**src/rtl/mips_mem_pkg.sv**
```systemverilog
// Shared types and constants for the MIPS data-memory controller.
//   dmem_state_t   : controller FSM states
//   DMEM_WORD_W    : data word width (bits)
//   DMEM_MMIO_BASE : default address of the memory-mapped output register
//   dmem_merge_be  : byte-lane merge of a new word into an old one
package mips_mem_pkg;

    localparam int unsigned DMEM_WORD_W    = 32;
    localparam int unsigned DMEM_LANES     = DMEM_WORD_W / 8;
    localparam logic [31:0] DMEM_MMIO_BASE = 32'hFFFF_FF00;

    typedef enum logic [1:0] {
        IDLE   = 2'd0,
        WAIT   = 2'd1,
        ACCESS = 2'd2,
        RESP   = 2'd3
    } dmem_state_t;

    // Replace only the byte lanes whose enable bit is set.
    function automatic logic [DMEM_WORD_W-1:0] dmem_merge_be(
        input logic [DMEM_WORD_W-1:0] old_w,
        input logic [DMEM_WORD_W-1:0] new_w,
        input logic [DMEM_LANES-1:0]  be
    );
        logic [DMEM_WORD_W-1:0] res;
        res = old_w;
        for (int i = 0; i < int'(DMEM_LANES); i++) begin
            if (be[i]) begin
                res[8*i +: 8] = new_w[8*i +: 8];
            end
        end
        return res;
    endfunction

endpackage

```
**src/rtl/dmem_array.sv**
```systemverilog
// Byte-enable synchronous single-port RAM, DEPTH x 32, no reset.
//   clk   : clock, rising edge
//   en    : access enable (read or write)
//   we    : 1 = write enabled lanes, 0 = read word into rdata register
//   be    : byte-lane write enables
//   idx   : word index
//   wdata : write data
//   rdata : registered read data, updated only by reads
module dmem_array
    import mips_mem_pkg::*;
#(
    parameter int unsigned DEPTH = 64
) (
    input  logic                       clk,
    input  logic                       en,
    input  logic                       we,
    input  logic [DMEM_LANES-1:0]      be,
    input  logic [$clog2(DEPTH)-1:0]   idx,
    input  logic [DMEM_WORD_W-1:0]     wdata,
    output logic [DMEM_WORD_W-1:0]     rdata
);

    logic [DMEM_WORD_W-1:0] mem_q [DEPTH];
    logic [DMEM_WORD_W-1:0] rdata_q;

    // Per-lane write keeps this a plain byte-write RAM for mapping.
    always_ff @(posedge clk) begin
        if (en) begin
            if (we) begin
                for (int i = 0; i < int'(DMEM_LANES); i++) begin
                    if (be[i]) begin
                        mem_q[idx][8*i +: 8] <= wdata[8*i +: 8];
                    end
                end
            end else begin
                rdata_q <= mem_q[idx];
            end
        end
    end

    assign rdata = rdata_q;

endmodule

```
**src/rtl/mips_dmem_ctrl.sv**
```systemverilog
// Data-memory controller between the core load/store port and the data RAM.
// Request/ready handshake with programmable wait states, byte-lane stores
// and out-of-range error reporting. Optional memory-mapped output register
// is built when MIPS_DMEM_MMIO_EN is defined.
//   clk      : clock, rising edge
//   reset    : asynchronous active-low reset
//   req      : access request (held by the core until ready)
//   we       : 1 = store, 0 = load
//   be       : store byte enables
//   addr     : byte address (bits [1:0] ignored)
//   wdata    : store data
//   rdata    : load data, valid with ready (0 otherwise, and for stores/errors)
//   ready    : one-cycle completion pulse
//   err      : with ready, address was out of range
//   busy     : high from acceptance through the ready cycle
//   mmio_out : output register (MIPS_DMEM_MMIO_EN builds only)
module mips_dmem_ctrl
    import mips_mem_pkg::*;
#(
    parameter int unsigned DEPTH       = 64,
    parameter int unsigned WAIT_STATES = 2,
    parameter logic [31:0] MMIO_BASE   = DMEM_MMIO_BASE
) (
    input  logic        clk,
    input  logic        reset,
    input  logic        req,
    input  logic        we,
    input  logic [3:0]  be,
    input  logic [31:0] addr,
    input  logic [31:0] wdata,
    output logic [31:0] rdata,
    output logic        ready,
    output logic        err,
    output logic        busy
`ifdef MIPS_DMEM_MMIO_EN
    ,
    output logic [31:0] mmio_out
`endif
);

    localparam int unsigned IDX_W = $clog2(DEPTH);
    localparam int unsigned CNT_W = 4;

    dmem_state_t            state_q, state_d;
    logic [CNT_W-1:0]       cnt_q, cnt_d;
    logic                   we_q, we_d;
    logic [3:0]             be_q, be_d;
    logic [31:2]            addr_q, addr_d;
    logic [31:0]            wdata_q, wdata_d;
    logic [31:0]            rdata_q, rdata_d;
    logic                   ready_q, ready_d;
    logic                   err_q, err_d;
    logic                   busy_q, busy_d;
`ifdef MIPS_DMEM_MMIO_EN
    logic [31:0]            mmio_q, mmio_d;
`endif

    logic                   arr_en;
    logic                   arr_we;
    logic [31:0]            arr_rdata;

    // Address of the request being worked on: the live bus in IDLE,
    // the latched copy afterwards.
    logic [31:2]            cur_addr;
    logic                   cur_we;
    logic                   cur_ram;
    logic                   cur_mmio;
    logic                   q_ram;
    logic                   q_mmio;

    logic                   unused_addr_lsb;
    assign unused_addr_lsb = ^addr[1:0];

    assign cur_addr = (state_q == IDLE) ? addr[31:2] : addr_q;
    assign cur_we   = (state_q == IDLE) ? we : we_q;

`ifdef MIPS_DMEM_MMIO_EN
    assign cur_mmio = (cur_addr == MMIO_BASE[31:2]);
    assign q_mmio   = (addr_q == MMIO_BASE[31:2]);
`else
    logic unused_mmio_base;
    assign unused_mmio_base = ^MMIO_BASE;
    assign cur_mmio = 1'b0;
    assign q_mmio   = 1'b0;
`endif

    // MMIO decode wins over the RAM range check if they ever overlap.
    assign cur_ram = (cur_addr[31:IDX_W+2] == '0) && !cur_mmio;
    assign q_ram   = (addr_q[31:IDX_W+2] == '0) && !q_mmio;

    // Next-state and registered-output logic.
    always_comb begin
        state_d = state_q;
        cnt_d   = cnt_q;
        we_d    = we_q;
        be_d    = be_q;
        addr_d  = addr_q;
        wdata_d = wdata_q;
        rdata_d = '0;
        ready_d = 1'b0;
        err_d   = 1'b0;
`ifdef MIPS_DMEM_MMIO_EN
        mmio_d  = mmio_q;
`endif
        arr_en  = 1'b0;
        arr_we  = 1'b0;

        case (state_q)
            IDLE: begin
                if (req) begin
                    we_d    = we;
                    be_d    = be;
                    addr_d  = addr[31:2];
                    wdata_d = wdata;
                    if (WAIT_STATES > 0) begin
                        state_d = WAIT;
                        cnt_d   = CNT_W'(WAIT_STATES - 1);
                    end else begin
                        state_d = ACCESS;
                    end
                end
            end
            WAIT: begin
                if (cnt_q == '0) begin
                    state_d = ACCESS;
                end else begin
                    cnt_d = cnt_q - CNT_W'(1);
                end
            end
            ACCESS: begin
                state_d = RESP;
                ready_d = 1'b1;
                err_d   = !q_ram && !q_mmio;
                if (we_q) begin
                    arr_en = q_ram;
                    arr_we = 1'b1;
`ifdef MIPS_DMEM_MMIO_EN
                    if (q_mmio) begin
                        mmio_d = dmem_merge_be(mmio_q, wdata_q, be_q);
                    end
`endif
                end else if (q_ram) begin
                    rdata_d = arr_rdata;
                end
`ifdef MIPS_DMEM_MMIO_EN
                else if (q_mmio) begin
                    rdata_d = mmio_q;
                end
`endif
            end
            RESP: begin
                state_d = IDLE;
            end
            default: begin
                state_d = IDLE;
            end
        endcase

        // Loads read the RAM on the edge entering ACCESS so the word is
        // available to register into rdata on the edge leaving ACCESS.
        if (state_d == ACCESS && !cur_we && cur_ram) begin
            arr_en = 1'b1;
        end

        busy_d = (state_d != IDLE);
    end

    // State and output registers.
    always_ff @(posedge clk or negedge reset) begin
        if (!reset) begin
            state_q <= IDLE;
            cnt_q   <= '0;
            we_q    <= 1'b0;
            be_q    <= '0;
            addr_q  <= '0;
            wdata_q <= '0;
            rdata_q <= '0;
            ready_q <= 1'b0;
            err_q   <= 1'b0;
            busy_q  <= 1'b0;
`ifdef MIPS_DMEM_MMIO_EN
            mmio_q  <= '0;
`endif
        end else begin
            state_q <= state_d;
            cnt_q   <= cnt_d;
            we_q    <= we_d;
            be_q    <= be_d;
            addr_q  <= addr_d;
            wdata_q <= wdata_d;
            rdata_q <= rdata_d;
            ready_q <= ready_d;
            err_q   <= err_d;
            busy_q  <= busy_d;
`ifdef MIPS_DMEM_MMIO_EN
            mmio_q  <= mmio_d;
`endif
        end
    end

    dmem_array #(
        .DEPTH (DEPTH)
    ) u_array (
        .clk   (clk),
        .en    (arr_en),
        .we    (arr_we),
        .be    (be_q),
        .idx   (cur_addr[IDX_W+1:2]),
        .wdata (wdata_q),
        .rdata (arr_rdata)
    );

    assign rdata = rdata_q;
    assign ready = ready_q;
    assign err   = err_q;
    assign busy  = busy_q;
`ifdef MIPS_DMEM_MMIO_EN
    assign mmio_out = mmio_q;
`endif

endmodule

```
**config.mk**
```make
export PLATFORM = sky130hd
export DESIGN_NAME = mips_dmem_ctrl
export DESIGN_NICKNAME = d
export VERILOG_FILES = /design/src/rtl/mips_mem_pkg.sv /design/src/rtl/dmem_array.sv /design/src/rtl/mips_dmem_ctrl.sv
export SDC_FILE = /design/constraint.sdc
export NUM_CORES = 2
export LEC_CHECK = 0
export CAP_MARGIN = 30
export CORE_MARGIN = 3
export CORE_UTILIZATION = 40
export DETAILED_ROUTE_END_ITERATION = 10
export DONT_BUFFER_PORTS = 1
export GPL_TIMING_DRIVEN = 1
export PLACE_DENSITY = 0.61
export SYNTH_ARGS = -nofsm -noshare
export SYNTH_HDL_FRONTEND = slang
export SYNTH_HIERARCHICAL = 1
export SYNTH_SLANG_ARGS = --single-unit
```
**constraint.sdc**
```tcl
create_clock -name clk -period 3.1 [get_ports clk]
set_input_delay 0.93 -clock clk [delete_from_list [all_inputs] [get_ports clk]]
set_output_delay 0.93 -clock clk [all_outputs]
set_load 0.02 [all_outputs]
```
# Word-level counts from Yosys, hierarchy flattened
# Memory sizes are Yosys's and may differ from the RTL's. A register that Yosys moved wholly into a read port is not among the register bits.
# Index checks and enable logic that the tools add are counted.
# totals
reg_bits	108
ram_bits	2048
in_bits	72
memories	1
# op_classes
add_sub_neg	1
eq_ne	6
mux	34
n_bitwise	1
reduce_logical	13
# mem_list
memory	depth	width	read_ports	rd_clocked_by_memory_dff	write_ports	line_no	rtl
u_array.mem_q	64	32	1	1	1	dmem_array.sv:23	logic [DMEM_WORD_W-1:0] mem_q [DEPTH];
# op_table
cell	count
32-bit 2-to-1 mux	3
24-bit logical NOT	2
30-bit 2-to-1 mux	1
1-bit 2-to-1 mux	24
4-bit 2-to-1 mux	2
2-bit case mux with 4 select lines	1
4-bit case mux with 2 select lines	1
2-bit == test (second input constant)	3
4-bit logical NOT	1
2-bit 2-to-1 mux	2
2-bit inequality test (second input constant)	2
2-bit AND reduction	2
2-bit nonzero test	2
4-bit by 1-bit subtractor with 4-bit output (second input constant)	1
3-bit AND reduction	1
2-bit by 1-bit == test with 1-bit output (second input constant)	1
1-bit logical AND	2
1-bit logical NOT	2
2-bit logical NOT	1
1-bit inverter	1

# Logic depth before layout (Yosys ltp)
# depth
ltp_word	9
ltp_mapped	14
mapped_depth_nobuf	8

# Modules after synthesis
# Netlist, hierarchy kept.
# by_module_without_submodules
mod	n_inst	cells_per_inst	area_per_inst_um2	seq_area_each_um2
dmem_array	1	4670	79657.6	62459.9
mips_dmem_ctrl	1	274	4137.7	2702.6

# Least setup slack after synthesis
# No wires, ideal clock.
# synth_path
path_type	input -> register
startpoint	input addr[14]
endpoint	register u_array.rdata_q[0], in the netlist u_array/rdata[0] (read register of u_array.mem_q) (enable)
arrival_ns	3.230
required_ns	2.675
slack_ns	-0.555
stages	6
path_buffers	1
cell_sequence	nor4_1 > nand4_1 > o21ai_0 > a22o_1 > clkbuf_1 > nor2b_1
# synth_between
elab_chain_len	5
# synth_rtl
item	line_no	rtl
start: declaration	mips_dmem_ctrl.sv:29	input logic [31:0] addr,
30-bit 2-to-1 mux	mips_dmem_ctrl.sv:74	assign cur_addr = (state_q == IDLE) ? addr[31:2] : addr_q;
24-bit logical NOT	mips_dmem_ctrl.sv:88	assign cur_ram = (cur_addr[31:IDX_W+2] == '0) && !cur_mmio;
1-bit logical AND	mips_dmem_ctrl.sv:161	if (state_d == ACCESS && !cur_we && cur_ram) begin
1-bit 2-to-1 mux	mips_dmem_ctrl.sv:161	
via arr_en	mips_dmem_ctrl.sv:58	logic arr_en;
2-bit AND reduction (no line)	n/a	
end: declaration	dmem_array.sv:24	logic [DMEM_WORD_W-1:0] rdata_q;
# The timed path passes the listed nets, and every way through them passes these cells.
# A chain may end at the register's enable or synchronous reset.

# Final worst setup path
# layout_path
startpoint	register state_q[1]
endpoint	register u_array.rdata_q[26], in the netlist u_array/rdata[26] (read register of u_array.mem_q) (data pin)
# layout_between
word_cells_on_any_way	19
cone_classes	4 x eq/ne; 8 x mux; 1 x bitwise; 6 x reduce/logical
# layout_rtl
item	line_no	rtl
start: declaration	mips_dmem_ctrl.sv:44	dmem_state_t state_q, state_d;
start signal: assignment	mips_dmem_ctrl.sv:185	state_q <= state_d;
2-bit logical NOT	mips_dmem_ctrl.sv:74	
30-bit 2-to-1 mux	mips_dmem_ctrl.sv:74	
via cur_addr, one bit	mips_dmem_ctrl.sv:64	logic [31:2] cur_addr;
# The timed path passes the listed nets, and every way through them passes these cells.

==> impl_metrics.csv <==
group,metric,value,unit
grt,antenna_found_initial,25,
timing,hold_ws,43.5,ps
clock_network,cts_root_buffer,"clkbuf_16",
synth,synthFlopType,"edfxtp_1",
drt,drc,0,
clock_network,cts.sinks,2188,
die,die_y,464,um
power,ir_drop,0.00118,V
clock_network,htree_num_levels,4,
timing,maxClockFrequency,0.287,GHz
synth,synth_edf_count,2080,
clock_network,cts_made_buffers,207,
layout,utilization,0.525,
timing,setup_slack,-379,ps
layout,seqCellArea,65200,um2
die,die_w,464,um
grt,grt-ovfl-total,0,
timing,setup_viol,513,
setup_path,end_kind,"flip-flop",
layout,area_growth,30.0,%
drt,via_per_inst,6.16,
timing,hold_viol,0,
drt,vias,55000,
place,place_inst,8353,
power,p_leak,0.0365,uW
place,finalWeightedCongestion,0.954,
setup_path,path_cells,"nor2_4 > buf_12 > mux2_8 > buf_4 > buf_16 > buf_4 > mux2_2 > a221o_1 > a222oi_1 > o211ai_1 > or4_1",
drt,wl,294000,um
setup_path,critPathMaxFanout,8,
die,core_area,208000,um2
clock_network,clk_latency,860,ps
timing,tightestPinTransition,978,ps
die,rows,167,
die,start_util,0.403,
die,die_area,215000,um2
setup_path,critPathSlowestCell,"a222oi_1",
synth,synth-seq-cells,2188,
timing,finalCritPeriodShare,1.12,
clock_network,cts_buffer_depth,3,
grt,grt_usage,0.263,
drt,drt_pass1_iterations,6,
run,maxCapViolCount,0,
place,port_buffers,0,
synth,avgSynthCellArea,16.9,um2
layout,multiInputGateArea,19700,um2
grt,grt_start_max_net_pins,109,
place,hpwl,194000,um
synth,syn_nets,5018,
timing,finalCriticalPeriod,3480,ps
timing,relSlewSlack,0.348,
layout,final_nets,6025,
synth,yosys_warnings,6,
drt,first_iter_violations,8407,
synth,netlist_instances,4944,
synth,syn_area,83800,um2
min_path,min_path_type,"primary input to asynchronous set/reset pin",
power,p_per_area,1060,nW/um2
layout,drive_gt1_frac,0.362,
run_status,outcome,"finished with violations",
synth,ys_top_cells_by_area,"edfxtp_1 75%, dfrtp_1 3.2%, a221oi_1 3.1%, a22oi_1 2.9%, mux2i_1 2.7%",
layout,fillCellCount,16300,
die,io_pins,107,
setup_path,cp-start-kind,"flip-flop",
synth,netlist.area_leader.share,0.745,
drt,final_antenna_net_count,0,
setup_path,cp_common_cell,"buf_4",
setup_path,worst-path-buf-inv,4,
setup_path,crit_arrival,4070,ps
grt,grt_pass1_vias,52700,
clock_network,cts_tree,"yes",
place,post-place-ws,-967,ps
grt,grt_pass1_wl,403000,um
clock_network,clk_pin_slew,60,ps
setup_path,slowest_delay,480,ps
layout,final_cells,8940,
synth,yosysUniqueCellTypes,65,
run_status,violations,"setup timing",
timing,slew_violations,0,
setup_path,crit_required,3690,ps
drt,wire_per_inst,32.9,um
timing,clock_skew,27.3,ps
setup_path,critPathKind,"flip-flop to flip-flop",
synth,ys_async_sr_fraction,0.0494,
timing,rsz0062_at_grt,"yes",
synth,synth_area_leader_cell,"edfxtp_1",
setup_path,path_delay_family,"compound AO/OA/AOI/OAI gates",
synth,seq_area_frac_synth,0.778,
-- area by class of cell --
type | instances | area share
Tap cell | 2788 | 0.0320
Sequential cell | 2188 | 0.598
Timing Repair Buffer | 1176 | 0.124
Antenna cell | 22 | 0.000505
Multi-Input combinational cell | 2370 | 0.181
Inverter | 8 | 0.000494
Clock buffer | 254 | 0.0513
Clock inverter | 134 | 0.0121
-- cell families (layout without fill, tap and decap cells) --
group,Yosys count,in the layout,synth area share
AOI/OAI and AO/OA,1254,1254,0.112
xor gates and xnor gates,2,2,0.000209
buffers and inverters,390,1572,0.0212
DFF,2188,2188,0.778
other,0,22,0
adders and majority gates,2,2,0.000299
muxes,391,394,0.0497
and+or+nand+nor,717,718,0.0390
-- worst register-to-register path: stages (launching register included) --
cell	delay, ps
dfrtp_1	400
nor2_4	150
buf_12	160
mux2_8	410
buf_4	160
buf_16	140
buf_4	190
mux2_2	280
a221o_1	300
a222oi_1	480
o211ai_1	130
or4_1	410
-- cells in the final DEF, fill, tap and decap left out, types with 44 or more instances in the layout --
cell type  instances
buf_6            110
a221o_1           54
clkinv_1          44
a21oi_1           81
a22oi_2           84
edfxtp_1        2080
a22oi_1          237
clkbuf_16        219
mux2_2           152
dfrtp_1           76
a221oi_1         196
nand2_1           89
a221oi_2          89
o21ai_0           51
mux2i_1          225
o21ai_1           48
nor2_1           227
buf_12           260
buf_4            743
o22ai_1          137
nor2_2            88
nor2_4            58
-- final timing paths --
path,slack [ps],depth (start not counted),start,end
max reg2reg,-380,11,state_q[1],u_array/rdata[26]
max,-380,11,state_q[1],u_array/rdata[26]
min,40,1,reset,addr_q[16]
min in group clk,220,1,wdata[4],wdata_q[4]
min reg2reg,480,1,u_array/rdata[26],rdata[26]
max in group asynchronous,2520,1,reset,wdata_q[13]
-- power breakdown --
group          internal [uW]  leakage [uW]  switching, uW
registers              37300        0.0200           2180
clock network          14600       0.00336          11000
logic                  21000        0.0131          29100
-- what timing repair did --
| item | in CTS | in global routing |
|---|---|---|
| endpoints found under the hold margin | 108 | 0 |
| cloned | 25 | 8 |
| hold buffers | 1 | 0 |
| pin swaps | 94 | 127 |
| endpoints found under the setup margin | 1171 | 1321 |
| gates resized for setup | 379 | 384 |
| setup buffers | 95 | 59 |
-- through the flow --
step / area (um2) / total power, uW / setup TNS [ps]
after floorplan: 84300 / 58000 / -29920
after global placement: 96400 / 79300 / -379510
after detailed placement: 96500 / 79900 / -408910
after CTS: 107000 / 111000 / -8770
after global routing: 109000 / 118000 / -43810
final: 109000 / 115000 / -34240
-- metal layers --
metal,track usage,vias to the layer above,wire (um),part of all wire
met5,0,-,11,0.000037
met1,0.356,28000,109000,0.37
li1,-,22400,-,-
met2,0.397,3903,131000,0.44
met4,0.138,2,18100,0.062
met3,0.0624,738,36400,0.12
-- cell usage after synthesis (all sizes together) (4+ instances only) --
cell type and n:
mux4 4, a21oi 92, nor4 17, a22oi 321, o211ai 18, a221o 54
nor2 373, and3 5, a222oi 16, or3 26, nor3 46, nor3b 5
a211oi 37, a311oi 28, nor2b 7, edfxtp 2080, nand4 17, clkbuf 177
mux2i 229, o32ai 33, a2111oi 5, a22o 41, o31ai 4, nand3 16
inv 7, and2 37, mux2 158, dfrtp 108, o22ai 160, or4 26
o21ai 110, nand2b 7, o221ai 10, buf 205, a221oi 295, a31oi 22
nand2 126
-- sequential cells by signal (all words and copies together) (netlist names), 2 cells and up --
register / count
cnt_q: 4
addr_q: 30
wdata_q: 32
rdata: 32
state_q: 2
be_q: 4
u_array/mem_q: 2048
u_array/rdata: 32
No activity file was read; power rests on OpenSTA's default activity.
